**src/rtl/id_regfile_mp.sv**
```systemverilog
// id_regfile_mp: multi-ported register file with one write port, two read ports
// and registered read data with 1-cycle latency.
// Optional build macro ID_REGFILE_BYPASS_EN: when defined, a read of the address
// being written on the same edge returns the new write data (write-first);
// otherwise the old register content is returned (read-first).
module id_regfile_mp #(
    parameter int unsigned DATA_W     = 32,
    parameter int unsigned ADDR_W     = 5,
    parameter int unsigned ZERO_REG   = 1,
    parameter int unsigned INIT_INDEX = 1
) (
    input  logic              clk,
    input  logic              rst_n,
    input  logic              we,
    input  logic [ADDR_W-1:0] waddr,
    input  logic [DATA_W-1:0] wdata,
    input  logic              ren,
    input  logic [ADDR_W-1:0] raddr_a,
    input  logic [ADDR_W-1:0] raddr_b,
    output logic [DATA_W-1:0] rdata_a,
    output logic [DATA_W-1:0] rdata_b,
    output logic              rvalid
);

    localparam int unsigned DEPTH = 2 ** ADDR_W;

    logic [DATA_W-1:0] mem_q [DEPTH];
    logic [DATA_W-1:0] mem_d [DEPTH];
    logic [DATA_W-1:0] rdata_a_q, rdata_a_d;
    logic [DATA_W-1:0] rdata_b_q, rdata_b_d;
    logic              rvalid_q, rvalid_d;
    logic              wr_ok;
    logic [DATA_W-1:0] rd_a, rd_b;

    // Writes to address 0 are dropped when register 0 is hardwired.
    assign wr_ok = we && !((ZERO_REG != 0) && (waddr == '0));

    // Next-state of the storage array.
    always_comb begin
        for (int i = 0; i < int'(DEPTH); i++) begin
            mem_d[i] = mem_q[i];
        end
        if (wr_ok) begin
            mem_d[waddr] = wdata;
        end
    end

    // Port A read mux: zero register, optional same-edge forwarding, array.
    always_comb begin
        rd_a = mem_q[raddr_a];
`ifdef ID_REGFILE_BYPASS_EN
        if (wr_ok && (waddr == raddr_a)) begin
            rd_a = wdata;
        end
`endif
        if ((ZERO_REG != 0) && (raddr_a == '0)) begin
            rd_a = '0;
        end
    end

    // Port B read mux, identical to port A so equal addresses give equal data.
    always_comb begin
        rd_b = mem_q[raddr_b];
`ifdef ID_REGFILE_BYPASS_EN
        if (wr_ok && (waddr == raddr_b)) begin
            rd_b = wdata;
        end
`endif
        if ((ZERO_REG != 0) && (raddr_b == '0)) begin
            rd_b = '0;
        end
    end

    // Read data holds when ren is low; rvalid is ren delayed by one cycle.
    always_comb begin
        rdata_a_d = rdata_a_q;
        rdata_b_d = rdata_b_q;
        rvalid_d  = ren;
        if (ren) begin
            rdata_a_d = rd_a;
            rdata_b_d = rd_b;
        end
    end

    // State update; reset reloads every register with its index or zero.
    always_ff @(posedge clk or negedge rst_n) begin
        if (!rst_n) begin
            for (int i = 0; i < int'(DEPTH); i++) begin
                mem_q[i] <= (INIT_INDEX != 0) ? DATA_W'(i) : '0;
            end
            rdata_a_q <= '0;
            rdata_b_q <= '0;
            rvalid_q  <= 1'b0;
        end else begin
            for (int i = 0; i < int'(DEPTH); i++) begin
                mem_q[i] <= mem_d[i];
            end
            rdata_a_q <= rdata_a_d;
            rdata_b_q <= rdata_b_d;
            rvalid_q  <= rvalid_d;
        end
    end

    assign rdata_a = rdata_a_q;
    assign rdata_b = rdata_b_q;
    assign rvalid  = rvalid_q;

endmodule
```
**config.mk**
```make
export PLATFORM = sky130hd
export DESIGN_NAME = id_regfile_mp
export DESIGN_NICKNAME = d
export VERILOG_FILES = /design/src/rtl/id_regfile_mp.sv
export SDC_FILE = /design/constraint.sdc
export NUM_CORES = 2
export LEC_CHECK = 0
export CORE_ASPECT_RATIO = 1.2
export CORE_UTILIZATION = 54
export CTS_CLUSTER_DIAMETER = 120
export CTS_CLUSTER_SIZE = 25
export DETAILED_ROUTE_END_ITERATION = 10
export HOLD_SLACK_MARGIN = 0.1
export PLACE_DENSITY = 0.71
export SYNTH_ARGS = -nofsm -noshare
export SYNTH_HDL_FRONTEND = slang
export SYNTH_SLANG_ARGS = --single-unit
```
**constraint.sdc**
```tcl
create_clock -name clk -period 2.2 [get_ports clk]
set_input_delay 0.44 -clock clk [delete_from_list [all_inputs] [get_ports clk]]
set_output_delay 0.44 -clock clk [all_outputs]
set_load 0.02 [all_outputs]
```
Yosys cells after proc, flatten, opt, wreduce, memory -nomap -nowiden
Cells that the tools add are included.
{"block": "classes", "magnitude_cmp": 4, "muxes": 11, "bitwise_logic": 3, "n_reduce_logical": 6}
{"op": "1024-bit bitwise mux", "count": 1}
{"op": "32-bit binary-select mux with 5-bit select", "count": 2}
{"op": "32-bit 2-to-1 mux", "count": 7}
{"op": "32-bit demux with 5-bit select", "count": 1}
{"op": "6-bit greater-or-equal comparator (second input constant)", "count": 3}
{"op": "5-bit inverter with 6-bit output", "count": 3}
{"op": "5-bit zero test", "count": 3}
{"op": "6-bit by 1-bit less-than comparator with 1-bit output (second input constant)", "count": 1}
{"op": "1-bit logical AND", "count": 2}
{"op": "1-bit zero test", "count": 1}
{"block": "totals", "reg_bits": 1089, "output_inout_bits": 65}

Depth between registers and ports, before layout
{"block": "depth", "word_depth": 6, "depth_mapped": 11, "mapped_depth_nobuf": 5}

Least setup slack after synthesis
OpenSTA, ideal clock, no wires.
{"block": "synth_path", "path_kind": "in2reg", "start": "in raddr_a[0]", "end": "reg rdata_a_q[10], in the netlist rdata_a[10]", "setup_ns": 0.121, "arrival_ns": 2.100, "required_ns": 2.079, "path_slack_ns": -0.021, "stages": 8, "cell_sequence": "buf_6 > buf_6 > buf_6 > buf_2 > mux4_2 > a211oi_1 > a21oi_1 > o22a_1"}
{"block": "synth_between", "elab_chain_len": 5}
{"item": "start, declared", "line_no": "18", "rtl": "input logic [ADDR_W-1:0] raddr_a,"}
{"item": "5-bit inverter with 6-bit output (not written as such)", "line_no": "50", "rtl": "rd_a = mem_q[raddr_a];"}
{"item": "32-bit binary-select mux with 5-bit select", "line_no": "50"}
{"item": "32-bit 2-to-1 mux (not written as such) (2 in series)", "line_no": "50"}
{"item": "32-bit 2-to-1 mux (*)", "line_no": "56", "rtl": "if ((ZERO_REG != 0) && (raddr_a == '0)) begin"}
{"item": "end signal, assigned", "line_no": "98", "rtl": "rdata_a_q <= rdata_a_d;"}
{"item": "end, declared", "line_no": "29", "rtl": "logic [DATA_W-1:0] rdata_a_q, rdata_a_d;"}
Every way passes the cells marked *; elsewhere a longest branch is shown, timed or not. The select of a mux whose other input is x is not followed.
A chain may end at the register's enable or synchronous reset.

Final worst setup path
{"block": "layout_path", "start": "reg rdata_b_q[13], in the netlist rdata_b[13]", "end": "out rdata_b[13]"}
{"item": "start, declared", "line_no": "30", "rtl": "logic [DATA_W-1:0] rdata_b_q, rdata_b_d;"}
{"item": "start signal, assigned", "line_no": "99", "rtl": "rdata_b_q <= rdata_b_d;"}
{"item": "end, declared", "line_no": "21", "rtl": "output logic [DATA_W-1:0] rdata_b,"}
No word-level cell between the ends.

==> results.py <==
metrics = {
    "routing": {
        "via_count": 39000,
        "remaining_drc_errors": 0,
        "post_drt_wl_per_cell_um": 33.3,
        "viasPerCell": 6.92,
        "routed_wl_um": 187000,
        "ant_nets": 0,
        "initialDrtViolationCount": 4125,
        "first_pass_iters": 6,
    },
    "min_path": {
        "holdCritPathClass": "input port to async pin",
    },
    "finish": {
        "area_delta_synth_final_pct": 13.7,
        "fill_cells": 7967,
        "fin_nets": 4252,
        "drive_gt1_share_pct": 44.5,
        "finalInstanceArea_sq_um": 65400,
    },
    "cts": {
        "post_cts_buffers": 0,
        "cts_buffers": 49,
        "cts.reportedPaths.clkPinSlew_ps": 110,
        "cts_buffer_depth": 3,
        "cts-root-buf": "clkbuf_16",
        "cts_sinks": 1089,
        "htree_num_levels": 2,
        "insertion_delay_ps": 680,
        "cts_tree": "built",
    },
    "flow_run": {
        "drv_cap": 0,
    },
    "critical_path": {
        "worstSetupEndpointType": "primary output",
        "worstSetupStartpointType": "flop",
        "critical_path.top_delay_family": "buffers and inverters",
        "worst-path-max-fanout": 3,
        "slowest_delay_ps": 630,
        "path_buf_inv": 1,
        "crit_required_ps": 1760,
        "crit_type": "flop to primary output",
        "cp_cell_sequence": "clkdlybuf4s50_1",
        "cp_slowest_cell": "clkdlybuf4s50_1",
        "arrival_ps": 1720,
    },
    "die": {
        "fp.dieW_um": 300,
        "start_util_pct": 54.7,
        "row_count": 130,
        "dieArea_sq_um": 108000,
        "core_sq_um": 105000,
        "die_h_um": 360,
        "io_pins": 116,
    },
    "yosys": {
        "synth_cell_type_count": 55,
        "ys_ff_latch": 1089,
        "yosysMostFrequentCell": "dfrtp_1",
        "yosysWarnings": 0,
        "synth.net_count": 4050,
        "synthCells": 3999,
        "yosys_most_used_dff": "dfrtp_1",
        "avgSynthCellArea_sq_um": 14.4,
        "synthArstFlopShare_pct": 100,
        "synthTopCellsByArea": "dfrtp_1, mux4_2, mux2_2",
        "syn_area_sq_um": 57500,
        "netlist.area_leader.share_pct": 43.9,
        "ys_seq_area_share_pct": 47.5,
        "yosys-top-cells-count": "dfrtp_1, mux2_2, mux4_2",
        "synth_top_area_cell": "dfrtp_1",
        "synth_edf_count": 0,
    },
    "place": {
        "finalWeightedCongestion": 0.903,
        "portBuffers": 115,
        "placed_area_sq_um": 64000,
        "hpwl_um": 126000,
        "place_ws_ps": -423,
    },
    "outcome": {
        "status": "complete, no violations",
    },
    "global_routing": {
        "grt_max_degree": 130,
        "antenna_found_initial": 7,
        "overflow": 0,
        "grt_pass1_wl_um": 277000,
        "track_usage_pct": 35.2,
        "grt_pass1_vias": 40200,
    },
    "sta": {
        "max_slew_margin_pct": 44.1,
        "rsz0062_at_grt": "no",
        "skew_ps": 23.2,
        "finalHoldViolCount": 0,
        "max_freq_mhz": 462,
        "worst_slew_pin_slew_ps": 836,
        "period_minus_slack_ps": 2160,
        "finalMaxSlewViolations": 0,
        "period_share_pct": 98.3,
        "final.setup.worst_slack_ps": 36.8,
        "setup_viol": 0,
    },
    "pwr": {
        "vdd_drop_max_mv": 0.627,
        "powerDensity_nw_per_um2": 772,
        "leakage_nw": 28.7,
    },
}
[where the power goes]
group	leakage, nW	internal (mW)	switching, mW	total [mW]
Combinational	14.3	7.24	5.11	12.3
Clock	0.685	4.44	6.70	11.1
Sequential	13.8	24.0	3.04	27.0
[state kept, by name, summed over array words and instances, names as in the netlist]
register  count
rvalid        1
rdata_b      32
rdata_a      32
mem_q      1024
[per-stage QoR]
step,std cells,util (%),setup TNS [ps],hold slack (ps),power (mW)
3_5_place_dp,5535,60.9,-161990,313,39.8
5_1_grt,5627,62.3,0,202,52.5
3_3_place_gp,5535,60.9,-162690,315,39.1
6_report,5628,62.3,0,200,50.5
4_1_cts,5627,62.3,0,187,50.5
2_1_floorplan,3999,-,-660,144,35.0
[placed cells by master (no fill, tap or decap), types with 6 or more instances in the layout]
cell type           n
dfrtp_1          1001
mux2_2            798
mux4_2            410
buf_4             333
mux2_1            260
mux2i_1           259
buf_12            143
dfstp_2            80
nor2_1             79
a21oi_1            78
nand2_1            77
o22ai_1            77
clkbuf_16          51
dlygate4sd2_1      50
o21ai_0            49
clkdlybuf4s50_1    49
nor2b_1            43
clkbuf_1           38
a211o_1            36
a2111oi_1          31
a22oi_1            26
a31oi_1            21
a211oi_1           20
o211ai_1           20
nand3_1            19
nand2_2            17
nor3_1             16
nor2_4             16
nand2b_1           15
o311ai_1           10
o22a_1             10
o2111ai_1           8
dfrtp_2             8
nand3b_1            6
a2111oi_2           6
buf_8               6
[path summary, 6_finish.rpt]
path                             start     endpoint  slack [ps]  cells after the start
setup / recovery           rdata_b[13]  rdata_b[13]          40                      1
hold / removal                   rst_n   mem_q[486]         200                      2
setup reg to reg            mem_q[878]  rdata_b[14]         170                      5
hold reg to reg            mem_q[1015]  mem_q[1015]         410                      0
max in group asynchronous        rst_n    mem_q[67]         980                      4
min in group clk                   ren       rvalid         210                      2
[worst register-to-register path, cell delays in order (launching register included)]
cell,delay [ps]
dfrtp_1,420
mux4_2,460
mux2_2,290
a2111oi_1,520
buf_4,190
a21oi_1,40
[cell families after synthesis]
group           count (synthesis)  share of synthesized area (%)
compound gates                422                           5.07
buf+inv                       442                           3.48
simple gates                  319                           2.64
mux                          1727                           41.3
flops                        1089                           47.5
[routing by layer]
metal | wire length, um | share of wire, % | global-route usage [%] | vias to the layer above
met1 | 71700 | 38 | 47.5 | 20800
met3 | 17400 | 9.3 | 6.89 | 481
met2 | 88600 | 47 | 55.5 | 2041
li1 | - | - | - | 15700
met4 | 9550 | 5.1 | 15.3 | 8
met5 | 51 | 0.027 | 0 | -
[timing repair]
action                                  CTS  global route
endpoints found under the setup margin   50             4
resized for setup                        58             4
endpoints found under the hold margin   304             0
hold buffers                              1             0
[area by class of cell]
cell class                 instances  area, sq um  share of cell area (%)
multi-input combinational       2468        28400                    43.4
inverter                           5         21.3                  0.0325
sequential                      1089        27400                    41.8
tap                             1386         1730                    2.65
antenna                            1         2.50                 0.00382
clock buffer                      89         1420                    2.17
clock inverter                     2         25.0                  0.0382
timing repair buffer             588         6450                    9.86
Power figures use the tool's default switching activity.
